$ cat config.mk
export PLATFORM = sky130hd
export DESIGN_NAME = data_sram_bridge
export DESIGN_NICKNAME = d
export VERILOG_FILES = /design/src/rtl/data_sram_bridge.sv
export SDC_FILE = /design/constraint.sdc
export NUM_CORES = 1
export LEC_CHECK = 0
export ABC_CLOCK_PERIOD_IN_PS = 2650
export BUFFER_PORTS_ARGS = -buffer_cell sky130_fd_sc_hd__buf_4
export CAP_MARGIN = 10
export CORE_ASPECT_RATIO = 1.2
export CORE_UTILIZATION = 35
export DETAILED_ROUTE_END_ITERATION = 8
export MAX_ROUTING_LAYER = met4
export PLACE_DENSITY = 0.68
export RECOVER_POWER = 100
export SLEW_MARGIN = 20
export SYNTH_ARGS = -nofsm -noshare
export SYNTH_HDL_FRONTEND = slang
export SYNTH_SLANG_ARGS = --single-unit
$ cat constraint.sdc
create_clock -name clk -period 2.65 [get_ports clk]
set_clock_uncertainty 0.15 [all_clocks]
set_input_delay 0.265 -clock clk [delete_from_list [all_inputs] [get_ports clk]]
set_output_delay 0.265 -clock clk [all_outputs]
set_load 0.02 [all_outputs]
$ cat src/rtl/data_sram_bridge.sv
// Bridges the M-stage memory port onto an SRAM-like request/response bus.
// Exactly one request per memory instruction; the result is held while the pipeline is stalled elsewhere.
module data_sram_bridge #(
  parameter int DATA_W = 32
) (
  input  logic              clk,
  input  logic              rst,
  input  logic              mem_en,
  input  logic [3:0]        mem_wen,
  input  logic [1:0]        mem_size,
  input  logic [31:0]       mem_addr,
  input  logic [DATA_W-1:0] mem_wdata,
  input  logic              stall_other,
  output logic [DATA_W-1:0] mem_rdata,
  output logic              mem_stall,
  output logic              data_req,
  output logic              data_wr,
  output logic [1:0]        data_size,
  output logic [3:0]        data_wstrb,
  output logic [31:0]       data_addr,
  output logic [DATA_W-1:0] data_wdata,
  input  logic              data_addr_ok,
  input  logic              data_data_ok,
  input  logic [DATA_W-1:0] data_rdata
);

  typedef enum logic [1:0] {
    IDLE = 2'd0,
    ADDR = 2'd1,
    DATA = 2'd2,
    DONE = 2'd3
  } state_t;

  state_t            state;
  state_t            stateNext;
  logic [31:0]       reqAddr;
  logic [DATA_W-1:0] reqWdata;
  logic [1:0]        reqSize;
  logic [3:0]        reqWstrb;
  logic [DATA_W-1:0] rdataBuf;
  logic              dataDone;

  assign dataDone = (state == DATA) && data_data_ok;

  always_ff @(posedge clk or negedge rst) begin
    if (!rst) begin
      state <= IDLE;
    end else begin
      state <= stateNext;
    end
  end

  // addr_ok only matters in IDLE/ADDR and data_ok only in DATA; everything else holds.
  always_comb begin
    stateNext = state;
    case (state)
      IDLE: begin
        if (mem_en) begin
          stateNext = data_addr_ok ? DATA : ADDR;
        end
      end
      ADDR: begin
        if (data_addr_ok) begin
          stateNext = DATA;
        end
      end
      DATA: begin
        if (data_data_ok) begin
          stateNext = stall_other ? DONE : IDLE;
        end
      end
      DONE: begin
        if (!stall_other) begin
          stateNext = IDLE;
        end
      end
      default: stateNext = IDLE;
    endcase
  end

  // Request fields are sampled every IDLE cycle so ADDR replays exactly what was first offered.
  always_ff @(posedge clk or negedge rst) begin
    if (!rst) begin
      reqAddr  <= '0;
      reqWdata <= '0;
      reqSize  <= '0;
      reqWstrb <= '0;
    end else if (state == IDLE) begin
      reqAddr  <= mem_addr;
      reqWdata <= mem_wdata;
      reqSize  <= mem_size;
      reqWstrb <= mem_wen;
    end
  end

  always_ff @(posedge clk or negedge rst) begin
    if (!rst) begin
      rdataBuf <= '0;
    end else if (dataDone && (reqWstrb == 4'b0000)) begin
      rdataBuf <= data_rdata;
    end
  end

  always_comb begin
    if (state == IDLE) begin
      data_addr  = mem_addr;
      data_wdata = mem_wdata;
      data_size  = mem_size;
      data_wstrb = mem_wen;
    end else begin
      data_addr  = reqAddr;
      data_wdata = reqWdata;
      data_size  = reqSize;
      data_wstrb = reqWstrb;
    end
  end

  assign data_wr   = |data_wstrb;
  // Gated by rst so nothing is offered while reset holds the FSM in IDLE.
  assign data_req  = rst && (((state == IDLE) && mem_en) || (state == ADDR));
  assign mem_stall = mem_en && (state != DONE) && !dataDone;
  assign mem_rdata = dataDone ? data_rdata : rdataBuf;

endmodule

==> impl_metrics.env <==
export IMPL_min_period_ps=2471
export IMPL_dp_cells=642
export IMPL_status="complete, but fails checks"
export IMPL_first_global_vias=3020
export IMPL_synth_enable_flop_cells=0
export IMPL_min_from="data_rdata[9]"
export IMPL_finalSetupViolations=0
export IMPL_initialDrtViolationCount=78
export IMPL_synth_top_family_by_area="multiplexers"
export IMPL_synth_area_leader_cell="dfrtp_1"
export IMPL_worstSetupEndpointType="primary output"
export IMPL_io_buffer_count=212
export IMPL_route_detailed_drc=0
export IMPL_routed_wl_mm=9.915
export IMPL_initial_core_util_pct=35.67
export IMPL_worst_slew_pin_slew_ps=1397
export IMPL_antenna_found_initial=0
export IMPL_grt_max_degree=105
export IMPL_rsz0062_at_grt="false"
export IMPL_clock_sinks=104
export IMPL_antenna_left=0
export IMPL_synthTopCellsByArea="dfrtp_1 58%, mux2_2 26%, mux2_4 10%, buf_6 2.8%, nand3b_4 0.44%"
export IMPL_gp_congestion=0.7350
export IMPL_slew_violations=0
export IMPL_root_buffer="clkbuf_16"
export IMPL_ys_seq_elements=104
export IMPL_power_density_nw_per_um2=1329
export IMPL_r2r_slack_ps=360
export IMPL_clkSlewWorstSetupHoldPaths_ps=70
export IMPL_synth_flop_cell="dfrtp_1"
export IMPL_grt_use_total_pct=15.23
export IMPL_async_reset_ff_share_pct=100.0
export IMPL_cts_repair_resized=0
export IMPL_period_share_pct=93.26
export IMPL_layout_drive_gt1_share_pct=43.40
export IMPL_cp_data_required_time_ps=2240
export IMPL_r2r_start="state[1]"
export IMPL_die_h_um=126.2
export IMPL_crit_buf_inv=2
export IMPL_cts_max_path_buffers=2
export IMPL_start_kind="flip-flop"
export IMPL_viasPerCell=4.527
export IMPL_r2r_cells=4
export IMPL_final_setup_tns_ps=0
export IMPL_synth_simple_area_share_pct=1.919
export IMPL_cts_max_level=3
export IMPL_finalInstanceArea_um2=6107
export IMPL_violations="hold timing"
export IMPL_insertedDiodeCount=0
export IMPL_wire_per_inst_um=14.93
export IMPL_min_path_cells=2
export IMPL_synth_top_area_share_pct=57.84
export IMPL_stdcell_count=664
export IMPL_worstReg2RegEnd="rdataBuf[12]"
export IMPL_avgSynthCellArea_um2=16.54
export IMPL_finalPower_mw=8.116
export IMPL_crit_path_max_incr_delay_ps=570
export IMPL_drv_cap=0
export IMPL_dieArea_um2=13310
export IMPL_layout_commonest_cell="buf_4"
export IMPL_syn_area_um2=4499
export IMPL_cp_slowest_cell="dfrtp_1"
export IMPL_p_leak_nw=2.832
export IMPL_overflow=0
export IMPL_slew_headroom_pct=6.871
export IMPL_nets=603
export IMPL_dp_hpwl_mm=7.351
export IMPL_cts_buffers=9
export IMPL_via_count=3006
export IMPL_crit_path_max_fanout=25
export IMPL_synthMuxAreaShare_pct=36.26
export IMPL_area_growth_pct=35.73
export IMPL_clkLatencyLatePin_ps=330
export IMPL_synth_cells=272
export IMPL_holdPathEnd="rdataBuf[9]"
export IMPL_crit_type="flip-flop to primary output"
export IMPL_ios=213
export IMPL_synth_compound_area_share_pct=0.7230
export IMPL_first_pass_iters=3
export IMPL_core_rowCount=45
export IMPL_yosys_area_share_adder_pct=0
export IMPL_cp_depth=4
export IMPL_cts_tree="built"
export IMPL_crit_family="flip-flops"
export IMPL_crit_chain="nand3b_4, buf_2, mux2_2, clkbuf_2"
export IMPL_synth_seq_area_share_pct=57.84
export IMPL_core_um2=12610
export IMPL_holdWs_ps=-3.677
export IMPL_fmax_mhz=404.6
export IMPL_vdd_drop_max_v=0.0005055
export IMPL_hold_viol_final=3
export IMPL_synth_nets=380
export IMPL_hp_class="input port to flip-flop"
export IMPL_arrival_ps=2060
export IMPL_synth_distinct_cells=19
export IMPL_placed_area_um2=6262
export IMPL_grt_pass1_wl_mm=15.35
export IMPL_synth_xor_area_share_pct=0
export IMPL_synth_warning_count=0
export IMPL_final_cell_mix="116 x buf_4, 104 x dfrtp_1, 94 x clkbuf_1, 69 x mux2_1, 64 x mux2_2"
export IMPL_die_w_um=105.5
-- cell usage after synthesis, types with 3 or more instances --
cell,n
o21ai_0,4
buf_6,11
nor2_1,4
mux2_2,104
buf_2,3
dfrtp_1,104
mux2_4,30
-- stage by stage --
step                      worst slack [ps]  utilization, %
final                                178.5           48.42
after global routing                 52.12           48.42
after detailed placement             447.7           49.65
after global placement               495.7           49.65
after CTS                            82.03           52.20
after floorplan                      777.1               -
-- cell type report --
| class | instances | area (um^2) |
|---|---|---|
| well taps | 164 | 205.2 |
| multi-input cells | 153 | 1649 |
| clock inverters | 5 | 78.83 |
| repair buffers | 227 | 1339 |
| fillers | 1224 | 6505 |
| clock buffers | 11 | 232.7 |
| flip-flops and latches | 104 | 2603 |
-- cells by family after synthesis --
kind of cell	Yosys count
multiplexers	135
flip-flops	104
buffers and inverters	15
AND/OR/NAND/NOR	12
AO/OA/AOI/OAI	6
-- registers in the layout, summed over array words and instances, names as in the netlist --
register / flops
state: 2
reqWdata: 32
reqAddr: 32
reqSize: 2
reqWstrb: 4
rdataBuf: 32
-- timing repair --
action / CTS / global route
endpoints found under the hold margin: 104 / 0
setup buffers: 0 / 5
hold buffers: 1 / 0
endpoints found under the setup margin: 0 / 40
-- worst register-to-register path: stages, from the launching register on --
cell and delay [ps]:
dfrtp_1 570, nand3b_4 390, nand2b_2 310, clkbuf_4 340
mux2_1 420
-- worst max path at each step --
stage / start / slack [ps] / endpoint
6_report: state[1] / 180 / mem_rdata[7]
5_1_grt: state[1] / 50 / mem_rdata[9]
4_1_cts: state[1] / 80 / data_size[0]
3_5_place_dp: state[1] / 450 / data_size[0]
3_3_place_gp: state[1] / 500 / data_wdata[10]
2_1_floorplan: state[1] / 780 / data_wr
-- report_power, final --
part	total [mW]	internal, mW	leakage (nW)	switching [mW]
sequential	2.62	2.34	1.26	0.275
combinational	4.12	1.62	1.42	2.50
clock	1.38	0.829	0.154	0.554
total	8.12	4.79	2.83	3.32
-- per-layer routing --
metal / vias up / global-route usage (%) / part of all wire, %
met5: - / - / 0
met4: 0 / 5.882 / 1.3
met3: 10 / 3.416 / 7.1
met2: 129 / 24.88 / 50
met1: 1457 / 18.34 / 42
li1: 1410 / - / -
(Power assumes the default switching activity.)
